`src/rtl/mem_access_ctrl.sv`:
```
// Memory-stage load/store sequencer: one access per instruction over a word-wide
// req/ready data-memory port, with lane placement, load extension and fault reporting.
module mem_access_ctrl #(
  parameter int TIMEOUT = 255,
  parameter int CNT_W   = 8
) (
  input  logic        clk,
  input  logic        rst_n,
  input  logic        req_valid,
  input  logic        req_write,
  input  logic [1:0]  req_size,
  input  logic        req_signed,
  input  logic [31:0] req_addr,
  input  logic [31:0] req_wdata,
  output logic        stall,
  output logic        rsp_valid,
  output logic [31:0] rsp_rdata,
  output logic        fault,
  output logic        mem_req,
  output logic        mem_we,
  output logic [31:0] mem_addr,
  output logic [3:0]  mem_be,
  output logic [31:0] mem_wdata,
  input  logic        mem_ready,
  input  logic [31:0] mem_rdata,
  input  logic        mem_err
);

  typedef enum logic [1:0] {IDLE, WAIT, DONE} state_t;

  localparam logic [1:0] SZ_BYTE = 2'b01;
  localparam logic [1:0] SZ_HALF = 2'b10;
  localparam logic [1:0] SZ_WORD = 2'b11;
  // Last counter value before abort; unused when TIMEOUT is 0.
  localparam logic [CNT_W-1:0] TO_LAST = (TIMEOUT == 0) ? '0 : CNT_W'(TIMEOUT - 1);

  state_t             state_q, state_d;
  logic [CNT_W-1:0]   cnt_q, cnt_d;
  logic               write_q, write_d;
  logic [1:0]         size_q, size_d;
  logic               signed_q, signed_d;
  logic [1:0]         lane_q, lane_d;
  logic [31:0]        addr_q, addr_d;
  logic [3:0]         be_q, be_d;
  logic [31:0]        wdata_q, wdata_d;
  logic               fault_q, fault_d;
  logic [31:0]        rdata_q, rdata_d;

  logic               access;
  logic               misaligned;
  logic               timeout_hit;
  logic [3:0]         be_new;
  logic [31:0]        wdata_new;
  logic [31:0]        shifted;
  logic [31:0]        load_ext;

  assign access      = req_valid && (req_size != 2'b00);
  assign misaligned  = ((req_size == SZ_HALF) && req_addr[0]) ||
                       ((req_size == SZ_WORD) && (req_addr[1:0] != 2'b00));
  assign timeout_hit = (TIMEOUT != 0) && (cnt_q == TO_LAST);

  always_comb begin
    be_new    = 4'b0000;
    wdata_new = 32'h0;
    case (req_size)
      SZ_BYTE: begin
        be_new    = 4'b0001 << req_addr[1:0];
        wdata_new = {4{req_wdata[7:0]}};
      end
      SZ_HALF: begin
        be_new    = 4'b0011 << req_addr[1:0];
        wdata_new = {2{req_wdata[15:0]}};
      end
      SZ_WORD: begin
        be_new    = 4'b1111;
        wdata_new = req_wdata;
      end
      default: ;
    endcase
  end

  assign shifted = mem_rdata >> {lane_q, 3'b000};

  always_comb begin
    load_ext = shifted;
    case (size_q)
      SZ_BYTE: load_ext = {{24{signed_q & shifted[7]}}, shifted[7:0]};
      SZ_HALF: load_ext = {{16{signed_q & shifted[15]}}, shifted[15:0]};
      default: load_ext = shifted;
    endcase
  end

  always_comb begin
    state_d   = state_q;
    cnt_d     = cnt_q;
    write_d   = write_q;
    size_d    = size_q;
    signed_d  = signed_q;
    lane_d    = lane_q;
    addr_d    = addr_q;
    be_d      = be_q;
    wdata_d   = wdata_q;
    fault_d   = fault_q;
    rdata_d   = rdata_q;
    stall     = 1'b0;
    rsp_valid = 1'b0;
    fault     = 1'b0;
    mem_req   = 1'b0;
    case (state_q)
      IDLE: begin
        if (access) begin
          if (misaligned) begin
            fault = 1'b1;
          end else begin
            stall    = 1'b1;
            write_d  = req_write;
            size_d   = req_size;
            signed_d = req_signed;
            lane_d   = req_addr[1:0];
            addr_d   = {req_addr[31:2], 2'b00};
            be_d     = be_new;
            wdata_d  = wdata_new;
            fault_d  = 1'b0;
            cnt_d    = '0;
            state_d  = WAIT;
          end
        end
      end
      WAIT: begin
        mem_req = 1'b1;
        stall   = 1'b1;
        if (mem_ready) begin
          fault_d = mem_err;
          rdata_d = (write_q || mem_err) ? 32'h0 : load_ext;
          state_d = DONE;
        end else if (timeout_hit) begin
          fault_d = 1'b1;
          rdata_d = 32'h0;
          state_d = DONE;
        end else begin
          cnt_d = cnt_q + CNT_W'(1);
        end
      end
      DONE: begin
        rsp_valid = 1'b1;
        fault     = fault_q;
        cnt_d     = '0;
        state_d   = IDLE;
      end
      default: state_d = IDLE;
    endcase
  end

  always_ff @(posedge clk or negedge rst_n) begin
    if (!rst_n) begin
      state_q  <= IDLE;
      cnt_q    <= '0;
      write_q  <= 1'b0;
      size_q   <= 2'b00;
      signed_q <= 1'b0;
      lane_q   <= 2'b00;
      addr_q   <= 32'h0;
      be_q     <= 4'b0000;
      wdata_q  <= 32'h0;
      fault_q  <= 1'b0;
      rdata_q  <= 32'h0;
    end else begin
      state_q  <= state_d;
      cnt_q    <= cnt_d;
      write_q  <= write_d;
      size_q   <= size_d;
      signed_q <= signed_d;
      lane_q   <= lane_d;
      addr_q   <= addr_d;
      be_q     <= be_d;
      wdata_q  <= wdata_d;
      fault_q  <= fault_d;
      rdata_q  <= rdata_d;
    end
  end

  assign mem_we    = write_q;
  assign mem_addr  = addr_q;
  assign mem_be    = be_q;
  assign mem_wdata = wdata_q;
  assign rsp_rdata = rdata_q;

endmodule

```
`config.mk`:
```
export PLATFORM = sky130hd
export DESIGN_NAME = mem_access_ctrl
export DESIGN_NICKNAME = d
export VERILOG_FILES = /design/src/rtl/mem_access_ctrl.sv
export SDC_FILE = /design/constraint.sdc
export NUM_CORES = 1
export LEC_CHECK = 0
export CORE_UTILIZATION = 45
export CTS_CLUSTER_DIAMETER = 150
export DETAILED_ROUTE_END_ITERATION = 10
export PLACE_DENSITY = 0.93
export SLEW_MARGIN = 0
export SYNTH_ARGS = -nofsm -noshare
export SYNTH_HDL_FRONTEND = slang
export SYNTH_SLANG_ARGS = --single-unit
```
`constraint.sdc`:
```
create_clock -name clk -period 2.4 [get_ports clk]
set_clock_uncertainty 0.15 [all_clocks]
set_input_delay 0.48 -clock clk [delete_from_list [all_inputs] [get_ports clk]]
set_output_delay 0.48 -clock clk [all_outputs]
set_load 0.005 [all_outputs]
```
Yosys cells after proc, flatten, opt, wreduce, memory -nomap -nowiden --
Cells that the tools add are included. Widths: inputs -> output; s select.
Cells by class: add/subtract/negate cells 1, bitwise gates (word level) 3, equality and inequality tests 13, multiplexer cells 29, reductions and logical operators 16, shift operators 3
Operators with widths (count):
- $mux 32 | 3
- $pmux 32 s3 | 1
- $pmux 32 s2 | 1
- $mux 8 | 4
- $shr 32x5->32 | 1
- $pmux 8 s3 | 1
- $pmux 4 s3 | 1
- $mux 1 | 10
- $add 8x1->8 const B | 1
- $eq 2x2->1 const B | 4
- $eq 8x8->1 const B | 1
- $mux 2 | 4
- $ne 2x2->1 const B | 4
- $reduce_bool 2->1 | 4
- $eq 2x1->1 const B | 3
- $pmux 1 s2 | 3
- $reduce_and 3->1 | 2
- $reduce_and 5->1 | 1
- $pmux 2 s2 | 1
- $reduce_and 4->1 | 1
- $shl 1x2->4 const A | 1
- $shl 2x2->4 const A | 1
- $logic_and 1x1->1 | 3
- $ne 3x3->1 const B | 1
- 6 further kinds | 8
Storage, ports and cells: register bits after elaboration 115, output and inout port bits 105

Longest topological paths before layout --
depth in word-level cells 6, mapped depth 8, mapped depth without buffers 6

Least setup slack after synthesis --
OpenSTA, ideal clock, no wires.
kind input to output, start input req_size[0], end output stall, buffers on the path 2, setup slack 0.172 ns, required time 1.770 ns, arrival time 1.598 ns, cell stages on the path 7, cell sequence inv_1 -> ha_1 -> nor3b_2 -> nand4b_1 -> buf_2 -> buf_2 -> nand2_1
Between the ends: word-level cells in the longest chain between the ends 6, elaborated cells between the ends (all ways) 10, those cells by class eq/ne: 2; mux: 3; reduce/logical: 5
Ends and longest elaborated chain:
- start, declared | line 11 | input logic [1:0] req_size,
- $eq 2x2->1 (on tied branches) | line 58, 59
- $logic_and 1x1->1 (on tied branches) | line 58, 59
- $logic_or 1x1->1 | line 58 | assign misaligned = ((req_size == SZ_HALF) && req_addr[0]) ||
- $mux 1 | line 112 | if (misaligned) begin
- $mux 1 (*) | line 111 | if (access) begin
- $pmux 1 s2 (*) | line 109 | case (state_q)
- end, declared | line 15 | output logic stall,
Mark *: on every way between the ends. The rest lies on a longest branch, timed or not.

Final worst setup path --
start register state_q[1], end output mem_req
Between the ends: word-level cells in the longest chain between the ends 2
Ends and longest elaborated chain:
- start, declared | line 37 | state_t state_q, state_d;
- start signal, assigned | line 168 | state_q <= state_d;
- $eq 2x1->1 | line 109
- $mux 1 | line 109
- end, declared | line 19 | output logic mem_req,
No other way between the ends.

==> results.md <==
* Peak supply drop at 0.000587 V
* Vias at 5,230
* Reg2Reg Depth at 9
* Cells after synthesis at 515
* Compound-gate portion of the synthesized area at 20.4%
* Post-synthesis mux area share at 10.3%
* Initial Util at 46.3%
* Final setup vio count at 0
* Detailed-route wire length per cell at 19.7 microns
* Prevailing post-synth register cell: dfrtp_1
* Main combinational cell family by area after synthesis: compound AO/OA/AOI/OAI gates
* Slew HR at 64.6%
* EDFF count, synth at 0
* Final wirelength at 18.2 mm
* Sequential area share after synthesis at 51.6%
* Boundary pin count at 210
* Critical Path Source Type: flop
* Placed cell areas at 0.00791 sq mm
* First-pass GRT wire length at 27.9 mm
* CP endpoint: mem_req
* Dpl cells at 880
* Number of max-cap violations at 0
* Die X at 113 microns
* Critical Path Sink Type: primary output
* PnR Total Power at 8.75 mW
* Slack of the worst reg-to-reg path at 0.11 ns
* Vias in the first global route at 5,415
* Num CTS Buffers at 17
* Async SR Flop Fraction at 100%
* Vias per cell at 5.66
* IO Port Bufs at 207
* Initial antenna violation count at 0
* Commonest non-fill, non-tap cell in the layout: clkdlybuf4s50_1
* Count of standard-cell rows at 40
* Clock Path Buffers at 2
* N_diodes at 0
* Reg-to-Reg Start: state_q[0]
* Leakage at 3.76 nW
* Setup TNS at 0 ns
* DRC violations left at 0
* Required @ worst endpoint at 1.77 ns
* Slew @ Worst Pin at 0.529 ns
* First-pass iteration count of the detailed router at 5
* Synth Cell Area at 0.00558 sq mm
* Status: finished clean
* CTS root buffer: clkbuf_16
* Hold WC Path Type: flop to flop
* Final hold vios at 0
* Final worst path period share at 98.5%
* R2R Path End: mem_addr[11]
* CTS H-tree lvls at 4
* Data arrival time of the worst path at 1.74 ns
* Xor and xnor area share after synthesis at 0.628%
* Largest net degree at the start of global routing at 74
* Synth Warn # at 0
* DP HPWL at 12.1 mm
* Aggregate global-route resource usage at 28.7%
* Crit path time final at 2.37 ns
* Core Area at 0.0121 sq mm
* FILL cells at 851
* Clk_lat worst skew at 0.41 ns
* Hold WS at 0.333 ns
* Area of the multi-input gates at 0.00251 sq mm
* First-iteration detailed-routing DRC count at 301
* Setup CP Type: flop to primary output
* Critical Path Source: state_q[1]
* Register bit total from synthesis at 115
* Crit path max fanout at 5
* Final Wtd Congestion at 0.899
* Synth Area in Simple Gates at 10.5%
* Hold path cells at 2
* Slew Viols, Final at 0
* Die Span Y at 113 microns
* Share of layout cells above drive strength 1 at 17.7%
* Area grow syn2layout at 57.2%
* Nets at 858
* Clock Sinks at 115
* Design area at 0.00877 sq mm
* CTS tree: yes
* Clock transition at path regs at 0.05 ns
* Syn_area_per_cell at 10.8 sq um
* Commonest non-fill, non-tap cells in the layout: 199 x clkdlybuf4s50_1, 115 x dfrtp_1, 76 x nand2_1, 41 x o21ai_0, 37 x buf_4
* Peak Freq at 423 MHz
* Grt total ovfl at 0
* Detail Route Antenna Nets at 0
* DIE AREA at 0.0129 sq mm
* Adder-cell share of the synthesized area at 1.79%
* Layout Cells excl Fill at 924
* FF/Latch Area at 0.00288 sq mm
* Pwr per Cell Area at 997 mW/mm^2
* Synth cell types at 53
-- how the worst min path moves through the flow --
stage,start,to
final,mem_wdata[4],mem_wdata[4]
after global routing,rsp_rdata[13],rsp_rdata[13]
after CTS,mem_wdata[13],mem_wdata[13]
after detailed placement,rst_n,rsp_rdata[4]
after global placement,rst_n,rsp_rdata[21]
after floorplan,rst_n,cnt_q[0]
-- repair_timing --
action | in CTS | in global routing
pin swaps | 3 | 2
gates resized for setup | 28 | 18
endpoints found under the setup margin | 13 | 71
hold endpoints to repair | 24 | 0
hold buffers | 1 | 0
buffers inserted | 7 | 3
gates cloned | 3 | 1
-- per-layer routing --
layer	vias to the layer above	track usage (%)	share of wire (%)
met5	-	0	0
met4	0	15.1	4.4
met3	58	9.00	8.5
met2	298	49.2	50
met1	2549	32.2	37
li1	2325	-	-
-- power by group --
part / switching [mW] / internal (mW) / total [mW] / leakage [nW]
combinational: 1.34 / 1.90 / 3.23 / 1.99
sequential: 0.407 / 2.54 / 2.95 / 1.47
clock: 0.830 / 1.73 / 2.57 / 0.302
-- cell usage after synthesis, types with 5 or more instances --
cell	number	area [sq um]
a211o_1	7	61.3
nor2_1	7	26.3
a22o_1	9	78.8
a32o_1	7	70.1
mux2i_1	18	180
o21ai_1	7	35.0
o21ai_0	46	230
buf_6	5	56.3
a22oi_1	8	60.1
o2bb2ai_1	31	272
nor2b_1	8	50.1
ha_1	8	100
a21o_1	8	60.1
buf_2	19	95.1
dfrtp_1	115	2880
inv_1	11	41.3
nand2_1	77	289
clkbuf_1	12	45.0
a21oi_1	28	140
mux2_2	32	360
-- cell families after synthesis --
family / after synthesis
AO/OA/AOI/OAI: 164
AND/OR/NAND/NOR: 119
flip-flops: 115
multiplexers: 52
buffers and inverters: 52
adder cells (fa/ha/maj): 8
XOR/XNOR: 4
other: 1
-- flip-flops by register name, summed over array words and instances, names as in the netlist --
name / flops
cnt_q: 8
fault_q: 1
lane_q: 2
mem_addr: 30
mem_be: 4
mem_wdata: 32
mem_we: 1
rsp_rdata: 32
signed_q: 1
size_q: 2
state_q: 2
-- layout make-up --
class | instances | area share [%]
inverter | 11 | 0.499
tap | 168 | 2.40
sequential | 115 | 32.8
clock buffer | 27 | 6.19
clock inverter | 3 | 0.742
timing repair buffer | 251 | 28.7
multi-input combinational | 349 | 28.7
-- through the flow --
step                util (%)  worst slack (ns)
CTS                     72.2          -0.00567
global placement        65.6            -0.538
floorplan                  -             0.172
global route            72.7           -0.0225
detailed placement      65.6            -0.685
finish                  72.7            0.0349
-- critical path, cell delays in order (launching register included) --
cell and delay (ns):
dfrtp_1 0.40, buf_4 0.17, nand2b_4 0.18, inv_2 0.08, clkdlybuf4s50_1 0.50
Power figures use the tool's default switching activity.
